==> src/rtl/mul_16_16_sched.sv <==
// mul_16_16_sched: round-robin two-requester front end for the shared wallace_16_16 multiplier.
// Defining MUL_SCHED_PERF_EN adds the perf_clr/perf_ops/perf_stall counters.

module mul_16_16_sched #(
   parameter int TAG_W = 4
`ifdef MUL_SCHED_PERF_EN
   ,parameter int PERF_W = 32
`endif
) (
   input  logic             clk,
   input  logic             rst_n,
   input  logic             req0_valid,
   output logic             req0_ready,
   input  logic [15:0]      req0_a,
   input  logic [15:0]      req0_b,
   input  logic [TAG_W-1:0] req0_tag,
   input  logic             req1_valid,
   output logic             req1_ready,
   input  logic [15:0]      req1_a,
   input  logic [15:0]      req1_b,
   input  logic [TAG_W-1:0] req1_tag,
   output logic [31:0]      booth_in0,
   output logic [31:0]      booth_in1,
   output logic [31:0]      booth_in2,
   output logic [31:0]      booth_in3,
   output logic [31:0]      booth_in4,
   output logic [31:0]      booth_in5,
   output logic [31:0]      booth_in6,
   output logic [31:0]      booth_in7,
   input  logic [31:0]      add_out,
   output logic             rsp_valid,
   input  logic             rsp_ready,
   output logic [31:0]      rsp_product,
   output logic             rsp_src,
   output logic [TAG_W-1:0] rsp_tag
`ifdef MUL_SCHED_PERF_EN
   ,input  logic              perf_clr
   ,output logic [PERF_W-1:0] perf_ops
   ,output logic [PERF_W-1:0] perf_stall
`endif
);

   typedef enum logic {
      PREF_REQ0 = 1'b0,
      PREF_REQ1 = 1'b1
   } ptr_e;

   ptr_e              r_ptr;
   logic              r_s1Valid;
   logic [7:0][31:0]  r_booth;
   logic              r_s1Src;
   logic [TAG_W-1:0]  r_s1Tag;
   logic              r_rspValid;
   logic [31:0]       r_rspProduct;
   logic              r_rspSrc;
   logic [TAG_W-1:0]  r_rspTag;

   logic              w_s2Free;
   logic              w_accept;
   logic              w_anyValid;
   logic              w_grant0;
   logic              w_grant1;
   logic [15:0]       w_selA;
   logic [15:0]       w_selB;
   logic [TAG_W-1:0]  w_selTag;
   logic [16:0]       w_bExt;
   logic [31:0]       w_aExt;
   logic [7:0][31:0]  w_pp;

   // Readies are forced low while reset is asserted so nothing appears accepted.
   assign w_s2Free   = !r_rspValid | rsp_ready;
   assign w_accept   = rst_n & (!r_s1Valid | w_s2Free);
   assign w_anyValid = req0_valid | req1_valid;
   assign w_grant0   = req0_valid & (!req1_valid | (r_ptr == PREF_REQ0));
   assign w_grant1   = req1_valid & (!req0_valid | (r_ptr == PREF_REQ1));
   assign req0_ready = w_accept & w_grant0;
   assign req1_ready = w_accept & w_grant1;

   assign w_selA   = w_grant1 ? req1_a   : req0_a;
   assign w_selB   = w_grant1 ? req1_b   : req0_b;
   assign w_selTag = w_grant1 ? req1_tag : req0_tag;

   // Radix-4 Booth rows, each fully negated in two's complement so no correction row is needed.
   always_comb begin
      logic [31:0] v;
      w_bExt = {w_selB, 1'b0};
      w_aExt = {{16{w_selA[15]}}, w_selA};
      w_pp   = '0;
      for (int i = 0; i < 8; i++) begin
         case (w_bExt[2*i +: 3])
            3'b001, 3'b010: v = w_aExt;
            3'b011:         v = w_aExt << 1;
            3'b100:         v = ~(w_aExt << 1) + 32'd1;
            3'b101, 3'b110: v = ~w_aExt + 32'd1;
            default:        v = '0;
         endcase
         w_pp[i] = v << (2*i);
      end
   end

   always_ff @(posedge clk or negedge rst_n) begin
      if (!rst_n) begin
         r_s1Valid <= 1'b0;
         r_booth   <= '0;
         r_s1Src   <= 1'b0;
         r_s1Tag   <= '0;
         r_ptr     <= PREF_REQ0;
      end else if (w_accept) begin
         r_s1Valid <= w_anyValid;
         if (w_anyValid) begin
            r_booth <= w_pp;
            r_s1Src <= w_grant1;
            r_s1Tag <= w_selTag;
            r_ptr   <= w_grant0 ? PREF_REQ1 : PREF_REQ0;
         end
      end
   end

   // S2 only moves when free, so a stalled response keeps every field stable.
   always_ff @(posedge clk or negedge rst_n) begin
      if (!rst_n) begin
         r_rspValid   <= 1'b0;
         r_rspProduct <= '0;
         r_rspSrc     <= 1'b0;
         r_rspTag     <= '0;
      end else if (w_s2Free) begin
         r_rspValid <= r_s1Valid;
         if (r_s1Valid) begin
            r_rspProduct <= add_out;
            r_rspSrc     <= r_s1Src;
            r_rspTag     <= r_s1Tag;
         end
      end
   end

   assign booth_in0   = r_booth[0];
   assign booth_in1   = r_booth[1];
   assign booth_in2   = r_booth[2];
   assign booth_in3   = r_booth[3];
   assign booth_in4   = r_booth[4];
   assign booth_in5   = r_booth[5];
   assign booth_in6   = r_booth[6];
   assign booth_in7   = r_booth[7];
   assign rsp_valid   = r_rspValid;
   assign rsp_product = r_rspProduct;
   assign rsp_src     = r_rspSrc;
   assign rsp_tag     = r_rspTag;

`ifdef MUL_SCHED_PERF_EN
   logic [PERF_W-1:0] r_perfOps;
   logic [PERF_W-1:0] r_perfStall;

   // Saturating counters; clear wins over increment.
   always_ff @(posedge clk or negedge rst_n) begin
      if (!rst_n) begin
         r_perfOps   <= '0;
         r_perfStall <= '0;
      end else if (perf_clr) begin
         r_perfOps   <= '0;
         r_perfStall <= '0;
      end else begin
         if (r_rspValid && rsp_ready && !(&r_perfOps))
            r_perfOps <= r_perfOps + PERF_W'(1);
         if (r_rspValid && !rsp_ready && !(&r_perfStall))
            r_perfStall <= r_perfStall + PERF_W'(1);
      end
   end

   assign perf_ops   = r_perfOps;
   assign perf_stall = r_perfStall;
`endif

endmodule

==> config.mk <==
export PLATFORM = sky130hd
export DESIGN_NAME = mul_16_16_sched
export DESIGN_NICKNAME = d
export VERILOG_FILES = /design/src/rtl/mul_16_16_sched.sv
export SDC_FILE = /design/constraint.sdc
export NUM_CORES = 1
export LEC_CHECK = 0
export BUFFER_PORTS_ARGS = -buffer_cell sky130_fd_sc_hd__buf_4
export CELL_PAD_IN_SITES_DETAIL_PLACEMENT = 1
export CELL_PAD_IN_SITES_GLOBAL_PLACEMENT = 2
export CORE_MARGIN = 2
export CORE_UTILIZATION = 34
export DETAILED_ROUTE_END_ITERATION = 8
export PLACE_DENSITY_LB_ADDON = 0.15
export SYNTH_ARGS = -nofsm -noshare
export SYNTH_HDL_FRONTEND = slang
export SYNTH_SLANG_ARGS = --single-unit
==> constraint.sdc <==
create_clock -name clk -period 8.24 [get_ports clk]
set_input_delay 0.412 -clock clk [delete_from_list [all_inputs] [get_ports clk]]
set_output_delay 0.412 -clock clk [all_outputs]
set_load 0.05 [all_outputs]
======== After elaboration in Yosys (flattened, before gate mapping) ========
Cells that the tools add are included.
Widths: inputs -> output; s select.
cells by class
  add/subtract/negate cells ............... 2
  equal/unequal tests ..................... 45
  mux-type cells .......................... 12
  bitwise operators ....................... 13
  reduce and logical (&&, ||, !) cells .... 20
operators with widths
  kind                   count
  $pmux 30 s4            1
  $pmux 28 s4            1
  $pmux 26 s4            1
  $pmux 24 s4            1
  $pmux 32 s3            1
  $pmux 22 s4            1
  $pmux 20 s4            1
  $pmux 18 s4            1
  $add 32x1->32 const B  2
  $not 32->32            2
  $eq 3x3->1 const B     21
  $eq 3x2->1 const B     14
  $mux 16                2
  $reduce_or 2->1        14
  $eq 3x1->1 const B     7
  $and 1x1->1            5
  $or 1x1->1             5
  $eq 2x2->1 const B     2
  $logic_not 1->1        4
  $mux 4                 1
  $reduce_and 2->1       2
  $eq 2x1->1 const B     1
  $mux 1                 1
  $not 1->1              1
storage, ports and cells
  register bits after elaboration ......... 245
  input port bits ......................... 109
  output and inout bits ................... 296
  logic and storage cells ................. 108

======== Depth between registers and ports, before layout ========
  depth after elaboration ................. 7
  depth in mapped cells ................... 18
  gate-level depth less buffers ........... 11

======== Worst setup path after synthesis ========
Ideal clock, no wire load.
  path type ............................... reg2reg
  start point ............................. reg r_ptr
  end point ............................... reg r_booth (netlist bit booth_in2[19])
  library setup time ...................... 0.125 ns
  data arrival time ....................... 3.708 ns
  path slack .............................. 4.407 ns
  stages on the path, launching flop included .. 18
  path buffers ............................ 6
  period minus slack after synthesis ...... 3.833 ns
  cells stage by stage .................... dfrtp_1 -> nand2b_1 -> buf_4 -> nand2_4 -> buf_4 -> buf_4 -> buf_4 -> mux2i_1 -> buf_2 -> ha_1 -> clkbuf_1 -> inv_1 -> nor4_4 -> mux2_4 -> nand2_1 -> xor2_2 -> o221ai_1 -> mux2_2
between the ends
  longest elaborated chain between the ends .. 6
RTL lines
  item                                   RTL line  text
  start, declared                        48        ptr_e r_ptr;
  start signal, assigned                 114       r_ptr <= w_grant0 ? PREF_REQ1 : PREF_REQ0;
  $or 1x1->1 *                           75        assign w_grant1 = req1_valid & (!req0_valid | (r_ptr == PREF_REQ1));
  $and 1x1->1 *                          75
  $mux 16, on equally long branches      79, 80
  $not 32->32 (tied with other cells)    n/a
  $add 32x1->32 (tied with other cells)  n/a
  $pmux 28 s4 *                          90        case (w_bExt[2*i +: 3])
  end signal, assigned                   111       r_booth <= w_pp;
  end, declared                          50        logic [7:0][31:0] r_booth;
Every way passes the cells marked *; elsewhere a longest branch is shown, timed or not.
A chain may end at the register's enable or synchronous reset.

======== Worst setup path in the final report ========
  start point ............................. reg r_ptr
  end point ............................... reg r_booth (netlist bit booth_in4[20])
between the ends
  longest elaborated chain between the ends .. 6
RTL lines
  item                                   RTL line
  $or 1x1->1 *                           75
  $and 1x1->1 *                          75
  $mux 16, on equally long branches      79, 80
  $not 32->32 (tied with other cells)    n/a
  $add 32x1->32 (tied with other cells)  n/a
  $pmux 24 s4 *                          90
Marked as above.

==> impl_metrics.csv <==
group,metric,value,unit
sta,fin_worst_skew,0.0137,ns
synthesis,synth_most_common_cell,"dfrtp_1",
sta,setup-tns-final,0,ns
sta,drv_slew,0,
floorplan,die_y,211,µm
synthesis,synth_edf_count,0,
placed_design,dp_cells,2393,
clocking,cts_root_buf,"clkbuf_16",
synthesis,synth_top_area_cell,"dfrtp_1",
worst_setup_path,path_cells,"nand2b_1 > nand2_4 > mux2i_1 > buf_4 > ha_1 > inv_1 > nor4_4 > mux2i_2 > nor3b_4 > xnor2_1 > buf_4 > o22ai_1 > a221o_1",
worst_setup_path,crit_fanout,42,
min_path,hold_path.class,"in -> reg",
routing,wire_per_inst,30.3,µm
synthesis,netlist_area,14600,µm²
finish,diodes,0,
worst_setup_path,cp.depth,13,
sta,setup_violations,0,
finish,final_cells,2445,
clocking,clock_latency,0.58,ns
routing,drc,0,
finish,drive_gt1_share,29.6,%
finish,syn2layout_area_growth,27.0,%
synthesis,syn_area_per_cell,9.23,µm²
flow_run,maxCapViolCount,0,
routing,ant_nets,0,
finish,fin_nets,1997,
floorplan,pin_count,405,
global_route,grt_util_all_layers,32.4,%
floorplan,die_w,211,µm
finish,fillers,4893,
global_route,grt_pass1_vias,15200,
routing,drt_pass1_iterations,7,
placed_design,numPortBuffers,348,
sta,clock.fmax,0.197,GHz
clocking,cts_tree,"built",
clocking,ctsHoldBuffers,1,
synthesis,seq_area_frac_synth,41.9,%
clocking,cts_setup_buffers,0,
worst_setup_path,cp-end-kind,"flop",
synthesis,ys_seq_elements,245,
worst_setup_path,critical-path-top-delay-family,"simple AND/OR/NAND/NOR gates",
synthesis,netlist.area_leader.share,41.9,%
worst_setup_path,rr_worst_depth,13,
floorplan,die_area,44700,µm²
run_status,status,"finished, final reports clean",
synthesis,synthTopCellsByArea,"dfrtp_1 (42%), nand2_1 (3.9%), mux2_2 (3.8%)",
clocking,cts.reportedPaths.clkPinSlew,0.07,ns
clocking,htreeDepth,1,
clocking,post_cts_resized,0,
routing,routed_via_density,6.16,
synthesis,netlist_instances,1585,
sta,hold_viol,0,
sta,period_share,61.5,%
clocking,cts_buffer_depth,3,
clocking,cts.sinks,245,
routing,first_iter_violations,1537,
power,power,0.00593,W
global_route,grt_overflow,0,
synthesis,ys.warnings.count,0,
worst_setup_path,path_buf_inv,3,
placed_design,place.gp.congestion,0.952,
floorplan,design.core.area,42200,µm²
sta,grt_setup_unrepaired,"no",
sta,relSlewSlack,16.3,%
worst_setup_path,cp.arrival,5.54,ns
global_route,grt_max_degree,187,
worst_setup_path,crit_type,"reg -> reg",
sta,fin_crit,5.07,ns
power,p_per_area,319,nW/µm²
floorplan,rows,75,
worst_setup_path,critical-path-max-stage-delay,0.80,ns
power,ir_worst_vdd,180,µV
routing,drt-total-wl,74100,µm
placed_design,place_hpwl,53300,µm
sta,max_slew.worst_pin.slew,1.25,ns
synthesis,ys.flop_type,"dfrtp_1",
routing,vias,15100,
worst_setup_path,critPathRequiredTime,8.71,ns
global_route,antenna_found_initial,2,
clocking,cts_made_buffers,29,
synthesis,synthArstFlopShare,100,%
global_route,grt_pass1_wl,106000,µm
synthesis,yosys-top-cells-count,"dfrtp_1 (245), nand2_1 (153), nor2_1 (150)",
power,leakage,8.49,nW
worst_setup_path,critPathLaunchType,"flop",
worst_setup_path,critPathMostFrequentCell,"buf_4",
synthesis,yosys.cell_types.count,84,
worst_setup_path,cpMaxStageDelayCell,"nand2_4",
floorplan,start_util,34.6,%
min_path,holdPathStages,2,
-- path summary, 6_finish.rpt --
path                                    to  slack, ns          from
min reg2reg                   booth_in0[2]       0.48  booth_in0[2]
max                          booth_in4[20]       3.17         r_ptr
min                        rsp_product[29]       0.07   add_out[29]
max reg2reg                  booth_in4[20]       3.17         r_ptr
max in group asynchronous    booth_in2[14]       6.13         rst_n
min in group asynchronous   rsp_product[9]       0.44         rst_n
-- final cells by class --
cell class	instances	area (µm²)	share of cell area (%)
multi-input cells	1197	7770	41.8
flip-flops and latches	245	6130	33.0
repair buffers	398	3010	16.2
clock buffers	41	851	4.58
well taps	539	674	3.63
clock inverters	10	86.3	0.465
inverters	15	56.3	0.303
-- cell usage in the layout, fill, tap and decap left out, types with 29 or more instances in the layout --
master,netlist,layout
buf_4,61,395
dfrtp_1,245,245
nand2_1,153,152
nor2_1,150,149
o21ai_0,106,105
o22ai_1,80,80
a21oi_1,76,74
conb_1,1,56
mux2_2,50,50
a21o_1,38,38
nor3_1,37,37
o221ai_1,32,32
a22oi_1,30,30
clkbuf_16,0,29
-- flip-flops by register name, indices dropped and copies added (netlist names) --
register,flops
booth_in0,32
booth_in1,30
booth_in2,28
booth_in3,26
booth_in4,24
booth_in5,22
booth_in6,20
booth_in7,18
r_ptr,1
r_s1Src,1
r_s1Tag,4
r_s1Valid,1
rsp_product,32
rsp_src,1
rsp_tag,4
rsp_valid,1
-- per-layer routing --
layer | track usage [%] | vias to the layer above | wire length, µm
met3 | 6.05 | 170 | 5890
met2 | 51.2 | 796 | 33700
met4 | 15.4 | 4 | 3830
met5 | 0 | - | 23
met1 | 42.9 | 7670 | 30700
li1 | - | 6420 | -
-- power by group --
group	switching, W	internal, W
logic	0.00206	0.000828
clock network	0.000552	0.000746
registers	0.000229	0.00151
-- cells by family after synthesis --
family / count (synthesis) / share of synthesized area [%]
xor+xnor: 47 / 3.07
buf+inv: 198 / 7.10
simple gates: 429 / 13.2
fa+ha+maj: 2 / 0.171
compound gates: 584 / 28.2
flops: 245 / 41.9
mux: 79 / 6.31
other cells: 1 / 0.0256
-- stage by stage --
stage                     hold WS [ns]  area, µm²  utilization [%]  setup slack (ns)
after global placement           0.458      17600             41.7              3.29
final                           0.0685      18600             44.0              3.17
after detailed placement         0.467      17600             41.7              3.17
after global routing            0.0634      18600             44.0              2.89
after CTS                       0.0533      18600             44.0              3.23
after floorplan                  0.116      14800                -              4.41
Note: power is estimated with default switching activity, not from simulation.
